`src/rtl/sramlike_pkg.sv`:
```
// ============================================================================
// Module   : sramlike_pkg
// Brief    : Shared size codes, FSM state type and byte-enable decode for the
//            sram-like slave. WAIT exists only with SRAMLIKE_SLAVE_DELAY_EN.
// Revision : 1.0 - initial release
// ============================================================================
`default_nettype none

package sramlike_pkg;

  localparam logic [1:0] SIZE_BYTE = 2'd0;
  localparam logic [1:0] SIZE_HALF = 2'd1;
  localparam logic [1:0] SIZE_WORD = 2'd2;

  typedef enum logic [2:0] {
    IDLE   = 3'd0,
    ACCESS = 3'd1,
    LATCH  = 3'd2,
    RESP   = 3'd3
`ifdef SRAMLIKE_SLAVE_DELAY_EN
    , WAIT = 3'd4
`endif
  } state_t;

  typedef struct packed {
    logic       misaligned;
    logic [3:0] wen;
  } wen_t;

  // Misaligned and reserved sizes decode to no lanes so the access is a no-op.
  function automatic wen_t wenDecode(input logic [1:0] size, input logic [1:0] addrLo);
    wen_t r;
    r.misaligned = 1'b0;
    r.wen        = 4'b0000;
    case (size)
      SIZE_BYTE: r.wen = 4'b0001 << addrLo;
      SIZE_HALF: begin
        if (addrLo[0]) r.misaligned = 1'b1;
        else           r.wen = addrLo[1] ? 4'b1100 : 4'b0011;
      end
      SIZE_WORD: begin
        if (addrLo != 2'b00) r.misaligned = 1'b1;
        else                 r.wen = 4'b1111;
      end
      default: r.misaligned = 1'b1;
    endcase
    return r;
  endfunction

endpackage

`default_nettype wire

```
`src/rtl/sramlike_wen_gen.sv`:
```
// ============================================================================
// Module   : sramlike_wen_gen
// Brief    : Combinational byte-enable and misalignment decode.
// Revision : 1.0 - initial release
// ============================================================================
`default_nettype none

module sramlike_wen_gen
  import sramlike_pkg::*;
(
  input  logic [1:0] size,
  input  logic [1:0] addrLo,
  output logic [3:0] wen,
  output logic       misaligned
);

  wen_t w_dec;

  assign w_dec      = wenDecode(size, addrLo);
  assign wen        = w_dec.wen;
  assign misaligned = w_dec.misaligned;

endmodule

`default_nettype wire

```
`src/rtl/sramlike_slave.sv`:
```
// ============================================================================
// Module   : sramlike_slave
// Brief    : Sram-like bus slave driving a synchronous SRAM, one transaction
//            outstanding. SRAMLIKE_SLAVE_DELAY_EN adds DELAY wait cycles.
// Revision : 1.0 - initial release
// ============================================================================
`default_nettype none

module sramlike_slave
  import sramlike_pkg::*;
#(
  parameter int DELAY = 3
) (
  input  logic        clk,
  input  logic        rst,
  input  logic        req,
  input  logic        wr,
  input  logic [1:0]  size,
  input  logic [31:0] addr,
  input  logic [31:0] wdata,
  output logic        addr_ok,
  output logic        data_ok,
  output logic [31:0] rdata,
  output logic        sram_en,
  output logic [3:0]  sram_wen,
  output logic [31:0] sram_addr,
  output logic [31:0] sram_wdata,
  input  logic [31:0] sram_rdata
);

  state_t     r_state;
  logic       r_wr;
  logic [3:0] w_wen;
  logic       w_misaligned;
  logic       w_handshake;

`ifdef SRAMLIKE_SLAVE_DELAY_EN
  logic [3:0] r_cnt;
`else
  // DELAY has no effect in this build.
  localparam int c_unusedDelay = DELAY;
`endif

  sramlike_wen_gen u_wenGen (
    .size       (size),
    .addrLo     (addr[1:0]),
    .wen        (w_wen),
    .misaligned (w_misaligned)
  );

  assign addr_ok     = !rst && req && ((r_state == IDLE) || (r_state == RESP));
  assign w_handshake = addr_ok;

  // SRAM controls are registered at the handshake so they are live during ACCESS.
  always_ff @(posedge clk) begin
    if (rst) begin
      r_state    <= IDLE;
      r_wr       <= 1'b0;
      data_ok    <= 1'b0;
      rdata      <= 32'h0;
      sram_en    <= 1'b0;
      sram_wen   <= 4'b0000;
      sram_addr  <= 32'h0;
      sram_wdata <= 32'h0;
`ifdef SRAMLIKE_SLAVE_DELAY_EN
      r_cnt      <= 4'd0;
`endif
    end else begin
      sram_en  <= 1'b0;
      sram_wen <= 4'b0000;
      data_ok  <= 1'b0;
      case (r_state)
        IDLE, RESP: begin
          if (w_handshake) begin
            r_state    <= ACCESS;
            r_wr       <= wr;
            sram_en    <= 1'b1;
            sram_wen   <= (wr && !w_misaligned) ? w_wen : 4'b0000;
            sram_addr  <= {addr[31:2], 2'b00};
            sram_wdata <= wdata;
          end else begin
            r_state <= IDLE;
          end
        end
        ACCESS: r_state <= LATCH;
        LATCH: begin
          rdata <= r_wr ? 32'h0 : sram_rdata;
`ifdef SRAMLIKE_SLAVE_DELAY_EN
          r_state <= WAIT;
          r_cnt   <= 4'(DELAY);
`else
          r_state <= RESP;
          data_ok <= 1'b1;
`endif
        end
`ifdef SRAMLIKE_SLAVE_DELAY_EN
        WAIT: begin
          r_cnt <= r_cnt - 4'd1;
          if (r_cnt == 4'd1) begin
            r_state <= RESP;
            data_ok <= 1'b1;
          end
        end
`endif
        default: r_state <= IDLE;
      endcase
    end
  end

endmodule

`default_nettype wire

```
`config.mk`:
```
export PLATFORM = sky130hd
export DESIGN_NAME = sramlike_slave
export DESIGN_NICKNAME = d
export VERILOG_FILES = /design/src/rtl/sramlike_pkg.sv /design/src/rtl/sramlike_wen_gen.sv /design/src/rtl/sramlike_slave.sv
export SDC_FILE = /design/constraint.sdc
export NUM_CORES = 1
export LEC_CHECK = 0
export BUFFER_PORTS_ARGS = -buffer_cell sky130_fd_sc_hd__buf_2
export CAP_MARGIN = 10
export CORE_ASPECT_RATIO = 0.7
export CORE_MARGIN = 2
export CORE_UTILIZATION = 46
export CTS_CLUSTER_DIAMETER = 40
export DETAILED_ROUTE_END_ITERATION = 8
export GPL_TIMING_DRIVEN = 0
export MAX_ROUTING_LAYER = met4
export PLACE_DENSITY = 0.93
export RECOVER_POWER = 50
export SYNTH_ARGS = -nofsm -noshare
export SYNTH_HDL_FRONTEND = slang
export SYNTH_SLANG_ARGS = --single-unit
```
`constraint.sdc`:
```
create_clock -name clk -period 3.6 [get_ports clk]
set_input_delay 0.72 -clock clk [delete_from_list [all_inputs] [get_ports clk]]
set_output_delay 0.72 -clock clk [all_outputs]
set_load 0.01 [all_outputs]
```
; ---- After elaboration in Yosys (flattened, before gate mapping)
; Index checks and enable logic that the tools add are counted.
[word_totals]
word_cells = 42
out_inout_bits = 103
input_bits = 102
regBits = 104
[op_classes]
eq_ne = 5
n_reduce_logical = 13
n_bitwise = 3
shift = 1
n_mux = 12
[op_table]
columns = operator, n
row1 = $mux W32, 1
row2 = $mux W4, 3
row3 = $pmux W4 S3, 1
row4 = $pmux W3 S3, 1
row5 = $eq A3 B2 Y1 const B, 2
row6 = $mux W1, 5
row7 = $reduce_or A2 Y1, 2
row8 = $reduce_or A4 Y1, 1
row9 = $shl A1 B2 Y4 const A, 1
row10 = $eq A3 B1 Y1 const B, 1
row11 = $logic_and A1 B1 Y1, 3
row12 = $logic_not A3 Y1, 1
row13 = $not A1 Y1, 3
row14 = $pmux W1 S3, 1
row15 = $eq A2 B1 Y1 const B, 1
row16 = $eq A2 B2 Y1 const B, 1
row17 = $logic_not A1 Y1, 2
row18 = $logic_not A2 Y1, 1
row19 = $reduce_and A2 Y1, 1
row20 = $reduce_bool A2 Y1, 1
row21 = $logic_or A1 B1 Y1, 1

; ---- Logic depth before layout (Yosys ltp)
[depth]
depth_word = 7
depth_mapped = 7
ltp_nobuf = 5

; ---- Hierarchy
; From an unflattened synthesis, not the netlist that was laid out.
[hier_totals]
cells_unflattened = 475
area_unflattened_um2 = 4389.2
[modules_own_cells]
columns = module, seq_area_each_um2, instances, area_per_inst_um2, cells_each
row1 = sramlike_slave, 2062.0, 1, 4272.8, 459
row2 = sramlike_wen_gen, 0.0, 1, 116.4, 16

; ---- Least setup slack after synthesis
; Ideal clock, no wire load.
[synth_timing]
path_kind = input-to-output
start = in rst
end = out addr_ok
slack_ps = 1586
cell_stages = 3
path_buffers = 2
required_time_ps = 2880
arrival_ps = 1294
path_cell_list = buf_4 -> and3b_1 -> buf_2
[synth_via]
elab_chain_cells = 3
[synth_lines]
columns = element, line
row1 = start: declaration, sramlike_slave.sv:15  ; input logic rst,
row2 = $logic_not A1 Y1, sramlike_slave.sv:51  ; assign addr_ok = !rst && req && ((r_state == IDLE) || (r_state == RESP));
row3 = $logic_and A1 B1 Y1 (2 in a row), sramlike_slave.sv:51
row4 = end: declaration, sramlike_slave.sv:21  ; output logic addr_ok,
; No other way between the ends.

; ---- Worst setup path in the final report
; Ends and elaborated chain as after synthesis.

==> results.md <==
- The final clock skew is 7.70 ps.
- The relative contribution of the clock network to total power is 0.237.
- The maximum number of pins on one net before global-route repair is 17.
- After detailed routing, the number of vias per cell comes to 4.89.
- The number of different library cells in the post-synthesis netlist is 22.
- The critical path contains buffers and inverters numbering 3 combined.
- Setup repair after global routing left no endpoint under its margin.
- For this run, design rule violations remaining after detail routing come to 0.
- The first global-routing pass estimated 14.5 mm of wire.
- In the final routed layout, each cell accounts on average for 14.8 µm.
- The routed layout has 3,069 vias.
- The die extent in x is 108 µm.
- Clock tree synthesis selected as its root buffer the cell sky130_fd_sc_hd__clkbuf_8.
- In the layout the commonest cells are 113 x sky130_fd_sc_hd__buf_2, 103 x sky130_fd_sc_hd__dfxtp_1, 102 x sky130_fd_sc_hd__clkbuf_1.
- The count of nets left with antenna violations once routing finished came out at 0.
- Across every metal layer, demand over resource in global routing totals 0.232.
- After synthesis the cells add up to 0.00347 mm².
- STA classifies the critical path startpoint as an input pin.
- The insertion delay to the later sink of the worst-skew pair is 360 ps.
- The actual transition at the worst max-transition pin is 664 ps.
- The biggest cell delay along the critical path is 360 ps.
- The top cell type by total area after synthesis is sky130_fd_sc_hd__dfxtp_1.
- The worst slew slack as a fraction of its limit is 0.557.
- The highest clock frequency the design can meet is 0.420 GHz.
- The number of core rows is 26.
- Buffers placed on the I/O ports in this run total 201.
- STA classifies the critical path endpoint as an output pin.
- The share of synthesized area in the top cell type comes to 0.594.
- No sink is reached through more buffers than the 2 on the longest clock path.
- The worst hold path passes through 2 cells.
- Including well taps, the total number of placed cells is 612.
- After synthesis the netlist holds a flip-flop and latch count of 103.
- The share of the yosys chip area belonging to registers is 0.594.
- The count of fill cells added during filler insertion is 654.
- The critical path goes through clkbuf_1, and3b_1, buf_2, buf_2.
- The number of buffers inserted during clock tree synthesis is 9.
- For this design the ratio of total power to cell area is 651 mW/mm².
- The clock input transition at the sequential cells of the worst setup and hold paths is 90 ps.
- The final-layout setup total negative slack is 0 ps.
- The footprint of the multi-input gates is 0.00118 mm².
- The maximum fanout count along the critical path is 10.
- The fraction of power spent switching nets is 0.319.
- The H-tree was split into 3 levels.
- The part of the total power dissipated in combinational logic is 0.283.
- The number of design-rule violations left by the first detailed-router iteration is 150.
- The critical path is of the input pin to output pin type.
- The synthesized netlist cell count is 312.
- The library cell used most frequently in the layout, excluding fill and tap cells, is sky130_fd_sc_hd__buf_2.
- The total congestion overflow is 0.
- Cell internal power was estimated by the tool at 0.00206 W.
- The origin of the critical flop-to-flop path is r_state[0].
- Relative to the synthesized area, the layout overhead comes to 34.0%.
- In this run the static leakage power is 2.07 nW.
- STA puts the critical path data arrival time at 1660 ps.
- The share of the clock period used by the worst path after layout is 0.661.
- For the finished layout, the period the worst path requires is 2380 ps.
- The kind of cell with the highest combined delay along the critical path is buffers and inverters.
- The net switching power of the design is 0.000967 W.
- The share of total power in sequential cells is 0.480.
- Setup violations remaining at the end of the flow were counted as 0.
- The via count of the first global-routing pass is 3,012.
- The number of antenna violations at the first check in global routing is 0.
- The worst register-to-register path has a setup slack of 1520 ps.
- The number of antenna cells inserted is 0.
- The flow ran to the end, and the final reports show no timing, DRC or antenna violations.
- Yosys printed 0 warnings.
- The depth of the most critical reg-to-reg path is 6.
- The sink count of the clock tree is 103.
- The floorplan die area is 0.00827 mm².
- TritonCTS built the clock tree.
- The data required time at the worst endpoint is 2880 ps.
- The post-CTS resize count is 0.
- The per-instance average area after synthesis is 11.1 µm².
- The maximum vdd drop is 0.000372 V.
- The detailed-placement wirelength estimate is 6.95 mm.
- Of the cells placed in the final design, the portion with a size suffix greater than 1 is 0.272.
- The largest individual stage delay along the critical path comes from the cell sky130_fd_sc_hd__clkbuf_1.
- The most prevalent standard cell on the critical path is sky130_fd_sc_hd__buf_2.
- The total core area is 0.00732 mm².
- Buffers inserted to repair hold after CTS numbered 0.
- Post-CTS timing repair inserted 0 buffers for setup.
- 205 I/O pins were placed.
- The total detailed-routing wirelength is 9.28 mm.
- The final count of hold timing violations came to 0.
- The area taken by flip-flops and latches is 0.00206 mm².
- The first detailed-routing pass took 4 iterations.
- The startpoint of the lowest-slack hold path is r_wr.
- The worst reg2reg path endpoint is sram_wen[0].
- Yosys attributes the largest share of cell area to sky130_fd_sc_hd__dfxtp_1 59%, sky130_fd_sc_hd__a22o_1 16%, sky130_fd_sc_hd__nor2b_1 6.3%, sky130_fd_sc_hd__a21oi_1 4.9%, sky130_fd_sc_hd__buf_6 3.9%.
- The number of pins with negative max-slew slack in the final report is 0.
- Across the run, the number of max-cap violations was 0.
- The post-layout net count is 628.
- The final weighted congestion in routability-driven placement is 0.759.
- The worst hold path terminates at r_wr.
- The count of cells in the finished layout, fillers not included, comes to 628.
- The y dimension of the die is 76.7 µm.
- The tightest min-delay check is of the flip-flop to flip-flop type.
- The initial utilization of the core area, before any placement, comes to 0.474.
worst reg2reg max path, cell delays in order (launching register included):
cell and delay [ps]:
sky130_fd_sc_hd__dfxtp_1 330, sky130_fd_sc_hd__inv_1 40, sky130_fd_sc_hd__ha_1 330, sky130_fd_sc_hd__and3b_1 190
sky130_fd_sc_hd__clkbuf_1 500, sky130_fd_sc_hd__nand2_1 260, sky130_fd_sc_hd__a2111oi_0 320
through the flow:
stage	area [µm²]	power, W	util	setup slack [ps]	hold slack, ps
global route	4650	0.00321	0.635	1120	493
finish	4650	0.00303	0.635	1220	462
global placement	4600	0.00235	0.629	1380	436
CTS	4800	0.00311	0.656	1190	466
floorplan	3470	0.00201	-	1590	423
detailed placement	4600	0.00239	0.629	1370	451
state kept, by name, indices dropped and copies added (netlist names):
| signal | count |
|---|---|
| sram_addr | 30 |
| sram_wdata | 32 |
| rdata | 32 |
| r_wr | 1 |
| data_ok | 1 |
| sram_en | 1 |
| r_state | 2 |
| sram_wen | 4 |
worst max path at each step:
stage                     startpoint       to  cells after the start  slack, ps
final                            rst  addr_ok                      4       1220
after global routing             rst  addr_ok                      4       1120
after CTS                 r_state[0]  addr_ok                      5       1190
after detailed placement         rst  addr_ok                      4       1370
after global placement           rst  addr_ok                      4       1380
after floorplan                  rst  addr_ok                      3       1590
logic make-up (layout without fill, tap and decap cells):
family,count (synthesis),after routing,share of synthesized area
flip-flops,103,103,0.594
XOR/XNOR,1,1,0.00252
other,1,2,0.00108
AO/OA/AOI/OAI,100,100,0.219
buffers and inverters,27,244,0.0598
adder cells (fa/ha/maj),1,1,0.00360
AND/OR/NAND/NOR,79,79,0.120
power groups by stage:
| stage | registers [W] | clock network (W) | logic [W] |
|---|---|---|---|
| 2_1_floorplan | 0.00156 | 0 | 0.000454 |
| 3_3_place_gp | 0.00146 | 0 | 0.000890 |
| 3_5_place_dp | 0.00147 | 0 | 0.000917 |
| 4_1_cts | 0.00145 | 0.000739 | 0.000923 |
| 5_1_grt | 0.00148 | 0.000779 | 0.000951 |
| 6_report | 0.00145 | 0.000717 | 0.000858 |
metal layers:
layer / vias up / GRT usage / part of all wire
met5: - / - / 0
met3: 11 / 0.0867 / 0.088
met4: 0 / 0.0654 / 0.010
met2: 126 / 0.388 / 0.48
met1: 1414 / 0.260 / 0.42
li1: 1518 / - / -
Yosys cell counts (all sizes together):
library cell	count
nor2	35
nor3	2
xor2	1
ha	1
clkbuf	7
nor4b	1
or2	1
a22o	62
inv	1
o21ai	2
conb	1
a21oi	35
buf	19
dfxtp	103
nor2b	35
a2111oi	1
and3b	2
nand2	3
layout make-up:
| type | instances | area share |
|---|---|---|
| flip-flops and latches | 103 | 0.443 |
| multi-input cells | 183 | 0.253 |
| repair buffers | 201 | 0.192 |
| plain buffers | 26 | 0.0414 |
| clock buffers | 11 | 0.0304 |
| well taps | 98 | 0.0264 |
| clock inverters | 5 | 0.0124 |
| inverters | 1 | 0.000807 |
Power figures use the tool's default switching activity.
